--- src/rtl/axi_mem_master.sv ---
// axi_mem_master: turns single front-end requests into AXI4 transactions.
// One transaction is outstanding at a time: reads are issued as a single
// INCR burst of req_len+1 beats and writes as a single-beat INCR burst.
// Every read beat is forwarded to the response port combinationally in the
// R handshake cycle; a write produces one response when its B beat arrives.
//
// Handshake rule, used on the front end and on every AXI channel: a
// transfer happens on a rising clock edge where valid and ready are both 1.
// A valid, once raised, is held with stable payload until that transfer.
//
// reset is synchronous and active low. While it is low every valid/ready
// output is forced to 0 combinationally, so an abandoned transaction never
// produces a response pulse and never completes a handshake.
module axi_mem_master #(
  parameter logic [3:0] AXI_ID = 4'h0
) (
  input  logic        clock,
  input  logic        reset,

  // Front-end request port
  input  logic        req_valid,
  output logic        req_ready,
  input  logic        req_wen,
  input  logic [31:0] req_addr,
  input  logic [31:0] req_wdata,
  input  logic [3:0]  req_wstrb,
  input  logic [7:0]  req_len,

  // Front-end response port
  output logic        resp_valid,
  output logic [31:0] resp_rdata,
  output logic        resp_last,
  output logic        resp_err,

  // AXI4 write address channel
  input  logic        io_master_awready,
  output logic        io_master_awvalid,
  output logic [31:0] io_master_awaddr,
  output logic [3:0]  io_master_awid,
  output logic [7:0]  io_master_awlen,
  output logic [2:0]  io_master_awsize,
  output logic [1:0]  io_master_awburst,

  // AXI4 write data channel
  input  logic        io_master_wready,
  output logic        io_master_wvalid,
  output logic [31:0] io_master_wdata,
  output logic [3:0]  io_master_wstrb,
  output logic        io_master_wlast,

  // AXI4 write response channel
  output logic        io_master_bready,
  input  logic        io_master_bvalid,
  input  logic [1:0]  io_master_bresp,
  input  logic [3:0]  io_master_bid,

  // AXI4 read address channel
  input  logic        io_master_arready,
  output logic        io_master_arvalid,
  output logic [31:0] io_master_araddr,
  output logic [3:0]  io_master_arid,
  output logic [7:0]  io_master_arlen,
  output logic [2:0]  io_master_arsize,
  output logic [1:0]  io_master_arburst,

  // AXI4 read data channel
  output logic        io_master_rready,
  input  logic        io_master_rvalid,
  input  logic [1:0]  io_master_rresp,
  input  logic [31:0] io_master_rdata,
  input  logic        io_master_rlast,
  input  logic [3:0]  io_master_rid,

  // Current FSM state, for monitors and debug
  output logic [2:0]  state_dbg
);

  typedef enum logic [2:0] {
    S_IDLE  = 3'd0,
    S_RADDR = 3'd1,
    S_RDATA = 3'd2,
    S_WADDR = 3'd3,
    S_WRESP = 3'd4
  } state_t;

  localparam logic [2:0] AXSIZE_4B = 3'b010;
  localparam logic [1:0] BURST_INC = 2'b01;

  state_t      state_q, state_d;
  logic [31:0] addr_q;
  logic [31:0] wdata_q;
  logic [3:0]  wstrb_q;
  logic [7:0]  len_q;
  logic [7:0]  cnt_q, cnt_d;
  logic        aw_done_q, aw_done_d;
  logic        w_done_q, w_done_d;
  logic        accept;
  logic        beat_at_len;
  logic        aw_fire;
  logic        w_fire;

  // The beat counter reaching the requested length marks the expected last beat.
  assign beat_at_len = (cnt_q == len_q);
  assign aw_fire     = !aw_done_q && io_master_awready;
  assign w_fire      = !w_done_q && io_master_wready;

  // Request payload is captured at acceptance and only changes at the next
  // acceptance, which keeps every AR/AW/W field stable while its valid is up.
  // The transfer direction is recorded by the state the FSM moves into.
  assign io_master_araddr  = addr_q;
  assign io_master_arid    = AXI_ID;
  assign io_master_arlen   = len_q;
  assign io_master_arsize  = AXSIZE_4B;
  assign io_master_arburst = BURST_INC;

  assign io_master_awaddr  = addr_q;
  assign io_master_awid    = AXI_ID;
  assign io_master_awlen   = 8'd0;
  assign io_master_awsize  = AXSIZE_4B;
  assign io_master_awburst = BURST_INC;

  assign io_master_wdata   = wdata_q;
  assign io_master_wstrb   = wstrb_q;
  assign io_master_wlast   = 1'b1;

  assign state_dbg = state_q;

  // State register, beat counter, write-handshake flags and request capture.
  always_ff @(posedge clock) begin
    if (!reset) begin
      state_q   <= S_IDLE;
      cnt_q     <= 8'd0;
      aw_done_q <= 1'b0;
      w_done_q  <= 1'b0;
      addr_q    <= 32'd0;
      wdata_q   <= 32'd0;
      wstrb_q   <= 4'd0;
      len_q     <= 8'd0;
    end else begin
      state_q   <= state_d;
      cnt_q     <= cnt_d;
      aw_done_q <= aw_done_d;
      w_done_q  <= w_done_d;
      if (accept) begin
        addr_q  <= req_addr;
        wdata_q <= req_wdata;
        wstrb_q <= req_wstrb;
        len_q   <= req_len;
      end
    end
  end

  // Next-state logic and all handshake/response outputs, forced idle in reset.
  always_comb begin
    state_d           = state_q;
    cnt_d             = cnt_q;
    aw_done_d         = aw_done_q;
    w_done_d          = w_done_q;
    accept            = 1'b0;
    req_ready         = 1'b0;
    resp_valid        = 1'b0;
    resp_rdata        = 32'd0;
    resp_last         = 1'b0;
    resp_err          = 1'b0;
    io_master_arvalid = 1'b0;
    io_master_rready  = 1'b0;
    io_master_awvalid = 1'b0;
    io_master_wvalid  = 1'b0;
    io_master_bready  = 1'b0;

    if (reset) begin
      unique case (state_q)
        S_IDLE: begin
          req_ready = 1'b1;
          if (req_valid) begin
            accept    = 1'b1;
            cnt_d     = 8'd0;
            aw_done_d = 1'b0;
            w_done_d  = 1'b0;
            state_d   = req_wen ? S_WADDR : S_RADDR;
          end
        end

        S_RADDR: begin
          io_master_arvalid = 1'b1;
          if (io_master_arready) begin
            state_d = S_RDATA;
          end
        end

        S_RDATA: begin
          io_master_rready = 1'b1;
          if (io_master_rvalid) begin
            resp_valid = 1'b1;
            resp_rdata = io_master_rdata;
            // The burst ends at the slave's rlast or at the requested length,
            // whichever comes first; disagreement between the two is an error.
            resp_last  = io_master_rlast || beat_at_len;
            resp_err   = (io_master_rresp != 2'b00) ||
                         (io_master_rid != AXI_ID) ||
                         (io_master_rlast != beat_at_len);
            cnt_d      = cnt_q + 8'd1;
            if (io_master_rlast || beat_at_len) begin
              state_d = S_IDLE;
            end
          end
        end

        S_WADDR: begin
          // AW and W are independent channels: each valid drops after its own
          // transfer and the FSM waits until both have completed.
          io_master_awvalid = !aw_done_q;
          io_master_wvalid  = !w_done_q;
          if ((aw_done_q || aw_fire) && (w_done_q || w_fire)) begin
            aw_done_d = 1'b0;
            w_done_d  = 1'b0;
            state_d   = S_WRESP;
          end else begin
            aw_done_d = aw_done_q || aw_fire;
            w_done_d  = w_done_q || w_fire;
          end
        end

        S_WRESP: begin
          io_master_bready = 1'b1;
          if (io_master_bvalid) begin
            resp_valid = 1'b1;
            resp_last  = 1'b1;
            resp_err   = (io_master_bresp != 2'b00) || (io_master_bid != AXI_ID);
            state_d    = S_IDLE;
          end
        end

        default: begin
          state_d = S_IDLE;
        end
      endcase
    end
  end

endmodule

--- config.mk ---
export PLATFORM = sky130hd
export DESIGN_NAME = axi_mem_master
export DESIGN_NICKNAME = d
export VERILOG_FILES = /design/src/rtl/axi_mem_master.sv
export SDC_FILE = /design/constraint.sdc
export NUM_CORES = 1
export LEC_CHECK = 0
export ABC_AREA = 1
export BUFFER_PORTS_ARGS = -buffer_cell sky130_fd_sc_hd__buf_2
export CAP_MARGIN = 20
export CORE_AREA = 2 2 118 120
export DETAILED_ROUTE_END_ITERATION = 7
export DIE_AREA = 0 0 120 122
export PLACE_DENSITY = 0.7
export SLEW_MARGIN = 20
export SYNTH_ARGS = -nofsm -noshare
export SYNTH_HDL_FRONTEND = slang
export SYNTH_SLANG_ARGS = --single-unit
--- constraint.sdc ---
create_clock -name clock -period 1.8 [get_ports clock]
set_clock_uncertainty 0.1 [all_clocks]
set_input_delay 0.36 -clock clock [delete_from_list [all_inputs] [get_ports clock]]
set_output_delay 0.36 -clock clock [all_outputs]
set_load 0.02 [all_outputs]
Word-level counts from Yosys, hierarchy flattened
Cells that the tools add are included.

operators by class
  add/subtract/negate cells = 1
  multiplexer cells = 45
  eq/ne operators = 12
  reduce and logical (&&, ||, !) cells = 21

operator list
  kind                                           count
  2-to-1 mux 32 bit                              3
  2-to-1 mux 1 bit                               26
  2-to-1 mux 3 bit                               6
  2-to-1 mux 8 bit                               2
  one-hot mux 8 bit (2 select lines)             1
  one-hot mux 3 bit (5 select lines)             1
  != test 2 bit, second input constant           6
  one-hot mux 1 bit (2 select lines)             5
  adder 8 x 1 -> 8 bit, second input constant    1
  == test 8 bit                                  1
  nonzero test 2 bit                             4
  nonzero test 4 bit                             2
  == test 3 x 2 -> 1 bit, second input constant  2
  logical OR 1 bit                               6
  AND reduction 6 bit                            1
  == test 3 x 1 -> 1 bit, second input constant  1
  == test 3 bit, second input constant           1
  logical AND 1 bit                              3
  logical NOT 3 bit                              1
  AND reduction 3 bit                            1
  logical NOT 1 bit                              2
  2-to-1 mux 2 bit                               1
  AND reduction 2 bit                            1
  != test 1 bit                                  1

word-level totals
  bits in registers = 89
  output and inout bits = 179
  input port bits = 130

Depth between registers and ports, before layout
  depth in word-level cells = 6
  depth in mapped cells = 13
  mapped depth without buffers = 13

Worst setup path before layout
No wires, ideal clock.

  kind = register to output
  from = register len_q[4] (netlist: io_master_arlen[4])
  to = output resp_err
  arrival = 1612 ps
  stages on the path, launching flop included = 9
  buffers on the path = 0
  required time = 1340 ps
  slack = -272 ps
  path through = dfxtp_1 or2_2 a22oi_1 nand4_1 ha_1 nor3_1 nand3_1 a22oi_1 nor2_1

between the ends
  word-level cells in the longest chain between the ends = 6

ends and longest elaborated chain
  item                                line  RTL
  start, declared                     93    logic [7:0] len_q;
  start signal, assigned              148   len_q <= req_len;
  == test 8 bit                       103   assign beat_at_len = (cnt_q == len_q);
  != test 1 bit                       201   (io_master_rlast != beat_at_len);
  logical OR 1 bit                    200   (io_master_rid != AXI_ID) ||
  2-to-1 mux 1 bit                    193   if (io_master_rvalid) begin
  one-hot mux 1 bit (2 select lines)  172   unique case (state_q)
  2-to-1 mux 1 bit                    171   if (reset) begin
  end, declared                       33    output logic resp_err,

No other way between the ends.

Worst setup path in the final report
Ends and elaborated chain as after synthesis.

==> run summary <==
Buffers placed on the I/O ports in this run total 281. Detailed routing inserted a total of 4969 vias. Final hold analysis gives a worst-case slack of 128 ps. The core region is 0.0135 mm2. For this design, the slowest cell found on the critical path is sky130_fd_sc_hd__dfxtp_4.

The number of sinks on the clock net was 89. The first detailed-routing pass ran for 4 iterations. The die covers 0.0146 mm2. The area share of the largest cell type after synthesis came out at 0.401.

The largest fanout on the critical path is 3. On the critical path the largest part of the delay comes from simple AND/OR/NAND/NOR gates. The layout overhead on the synthesized area came out at 55.9%.

The via count of the first global-routing pass is 4657, and the share of flip-flops with an asynchronous set or reset after synthesis is 0. Average cell area after synthesis: 7.03 um2. The power density over the cells was 1360 mW/mm2. The share of synthesized area occupied by flip-flops and latches came out at 0.401. The flow ran to the end, but the final reports show violations.

Setup slack of the critical path after layout: -757 ps. The tightest min-delay check is of the in2reg type. The final sum of negative setup slack was -5680 ps; the number of nets with antenna violations after detailed routing was 0. For the pin with the worst max-slew slack, the measured transition is 656 ps. TritonCTS built the clock tree. The startpoint type of the worst setup path was a register. The y dimension of the die is 122 um.

Of all cell types, the one taking the most synthesized area is sky130_fd_sc_hd__dfxtp_1. For the cell count after synthesis, the log shows 633. Type of element capturing the critical path: an output port. The first routing iteration left 300 violations.

Sum of overflow across all layers after global routing: 0. The global router's overall resource usage came out at 0.200. Detailed placement ended at an HPWL of 10200 um. The number of placement rows came out at 43.

The ratio of final minimum period to clock period was 1.42; the clock network latency to the later pin of the worst-skew pair was 340 ps. The final critical path time including I/O delays and setup was 2560 ps. The endpoint required time on the critical path was 1340 ps.

The tool flagged a number of max-cap violations equal to 0. Proportion of layout cells with a drive suffix above 1: 0.457. The longest clock path from root to sink contains 2 buffers.

The buffers plus inverters on the worst setup path was 1. Based on the critical path, the design can be clocked at up to 391 MHz. The number of remaining DRC errors came out at 0. The kind of critical path was reg2out. The run gives 0.00445 mm2 as the cell area after synthesis. The initial cell density of the core came out at 0.329.

For the final max-slew violation count, the log shows 0. The run gives 0 as the number of failing hold endpoints at the final stage. After clock tree synthesis, the flow added hold-fix buffers numbering 0. The number of enable flip-flop cells after synthesis is 0. Clock-pin slew was measured on the worst setup and hold paths at 70 ps. Entering global routing, the biggest net connects 80 pins.

The post-detailed-route wirelength per cell came out at 13.9 um. Excluding fillers, the count of instances in the completed layout stands at 1082. Across the VDD grid, the largest voltage drop is 0.000844 V. The first global-routing pass estimated 23100 um of wire. The final layout contains routed wiring with a total length of 15100 um. The global placement routability congestion was 0.822; the largest incremental delay on the critical path was 350 ps. Ranked by total cell area, the synthesized netlist is headed by sky130_fd_sc_hd__dfxtp_1, sky130_fd_sc_hd__nand3_1, sky130_fd_sc_hd__buf_4, sky130_fd_sc_hd__nand2_1, sky130_fd_sc_hd__nor2_1. The die is 120 um wide.

The most frequent cell on the critical path was sky130_fd_sc_hd__a22oi_2. In the synthesized netlist the dominant register cell turns out to be sky130_fd_sc_hd__dfxtp_1. Counting tap cells, the placed design contains a total of 1055 instances. During synthesis, Yosys emitted a total of 0 warnings. After synthesis the netlist holds a flip-flop and latch count of 89. For flop-to-flop paths, the worst setup slack is 10 ps.

For the net count reported at finish, the log shows 1027. The checks that failed: setup timing. The arrival time reported for the critical path endpoint is 2100 ps. The logs give 0.563 for the worst-case headroom to the max-slew limit and 1290 for the count of filler cells inserted in the layout.

The finished cells cover 0.00694 mm2. The sequential standard cell area was 0.00180 mm2; the final-report setup violation count was 37. Setup repair after global routing could not meet its margin everywhere.

Traced cell by cell, the critical path runs through or2_4 -> a22oi_2 -> nand4_1 -> ha_2 -> nor3_2 -> nand3_1 -> a22oi_2 -> nor2_2 -> buf_4. In the routed layout, each cell is associated on average with a via count of 4.59. The tools report the area used by multi-input combinational logic as 0.00234 mm2.

The tools report the root buffer cell as sky130_fd_sc_hd__clkbuf_16. The top-level I/O count was 309. The netlist uses 29 different library cells. The tools report the number of H-tree levels as 3. The initial antenna violation count was 2.

The tools report the placed standard-cell area as 0.00593 mm2. The leakage power summed over all cells was 3.75 nW. The total CTS buffers was 9.
## routing by layer
metal,up-vias,routed length [um],GRT usage
li1,2489,-,-
met1,2259,6030,0.230
met2,205,7530,0.352
met3,16,1240,0.0646
met4,0,251,0.0654
met5,-,0,0
## synth_stat cells, types with 5 or more instances
master / n
sky130_fd_sc_hd__a21oi_1: 8
sky130_fd_sc_hd__buf_1: 6
sky130_fd_sc_hd__buf_2: 10
sky130_fd_sc_hd__buf_4: 61
sky130_fd_sc_hd__buf_6: 6
sky130_fd_sc_hd__clkbuf_1: 15
sky130_fd_sc_hd__dfxtp_1: 89
sky130_fd_sc_hd__inv_1: 27
sky130_fd_sc_hd__inv_2: 5
sky130_fd_sc_hd__nand2_1: 122
sky130_fd_sc_hd__nand3_1: 136
sky130_fd_sc_hd__nor2_1: 92
sky130_fd_sc_hd__nor3_1: 6
sky130_fd_sc_hd__o21ai_0: 13
sky130_fd_sc_hd__o21ai_1: 9
sky130_fd_sc_hd__xor2_1: 5
## power by group
group	switching, mW	internal (mW)	leakage [nW]
Clock	0.797	1.34	0.167
Combinational	2.89	1.65	2.85
Sequential	0.318	2.42	0.731
Total	4.00	5.42	3.75
## worst paths after layout
check / startpoint / end / cells after the start
min reg2reg: io_master_wdata[3] / io_master_wdata[3] / 2
max: io_master_arlen[4] / resp_err / 9
min: req_addr[7] / io_master_araddr[7] / 3
max reg2reg: io_master_arlen[4] / state_dbg[2] / 12
## layout by cell type (no fill, tap or decap), drive strengths merged, types with 2 or more instances in the layout
| master | instances |
|---|---|
| a22oi | 2 |
| diode | 2 |
| nand3 | 138 |
| inv | 31 |
| nor3 | 6 |
| clkinv | 3 |
| nor2 | 94 |
| clkbuf | 11 |
| o21ai | 22 |
| nand2 | 125 |
| a21o | 2 |
| nand4 | 4 |
| buf | 324 |
| a21oi | 8 |
| dfxtp | 89 |
| xor2 | 5 |
| bufinv | 2 |
| ha | 2 |
| conb | 27 |
## state kept, by name, indices dropped and copies added (netlist names)
register          cells
w_done_q              1
cnt_q                 8
aw_done_q             1
state_dbg             3
io_master_wstrb       4
io_master_araddr     32
io_master_arlen       8
io_master_wdata      32
## metrics by stage
stage / power (mW) / setup slack (ps) / utilization
after detailed placement: 6.70 / -441 / 0.439
final: 9.43 / -757 / 0.514
after CTS: 9.48 / -770 / 0.513
after global routing: 10.0 / -830 / 0.513
after global placement: 6.67 / -423 / 0.439
after floorplan: 5.56 / -177 / -
## cell type report
cell class	count	area share
Timing Repair Buffer	324	0.301
Sequential cell	89	0.259
Tap cell	180	0.0325
Antenna cell	2	0.000722
Multi-Input combinational cell	439	0.337
Clock buffer	11	0.0381
Inverter	32	0.0198
Clock inverter	5	0.0123
## what timing repair did
item | 4_1_cts | 5_1_grt
pin swaps | 5 | 9
buffers inserted | 8 | 2
cloned | 4 | 0
gates resized for setup | 134 | 23
setup endpoints to repair | 43 | 43
## cell families after synthesis
| group | share of synthesized area |
|---|---|
| AND/OR/NAND/NOR | 0.364 |
| buffers and inverters | 0.174 |
| flip-flops | 0.401 |
| AO/OA/AOI/OAI | 0.0439 |
| XOR/XNOR | 0.00984 |
| adder cells (fa/ha/maj) | 0.00562 |
| other | 0.00169 |
## worst reg2reg max path, cell delays in order (launching register included)
cell and delay [ps]:
sky130_fd_sc_hd__dfxtp_4 350, sky130_fd_sc_hd__or2_4 220, sky130_fd_sc_hd__a22oi_2 110, sky130_fd_sc_hd__nand4_1 140, sky130_fd_sc_hd__ha_2 210, sky130_fd_sc_hd__inv_2 70
sky130_fd_sc_hd__nand2_2 50, sky130_fd_sc_hd__nand3_2 60, sky130_fd_sc_hd__inv_1 60, sky130_fd_sc_hd__nor2_4 110, sky130_fd_sc_hd__nand3_1 90, sky130_fd_sc_hd__nand2_1 70
sky130_fd_sc_hd__nor2_1 50
Note: power is estimated with default switching activity, not from simulation.
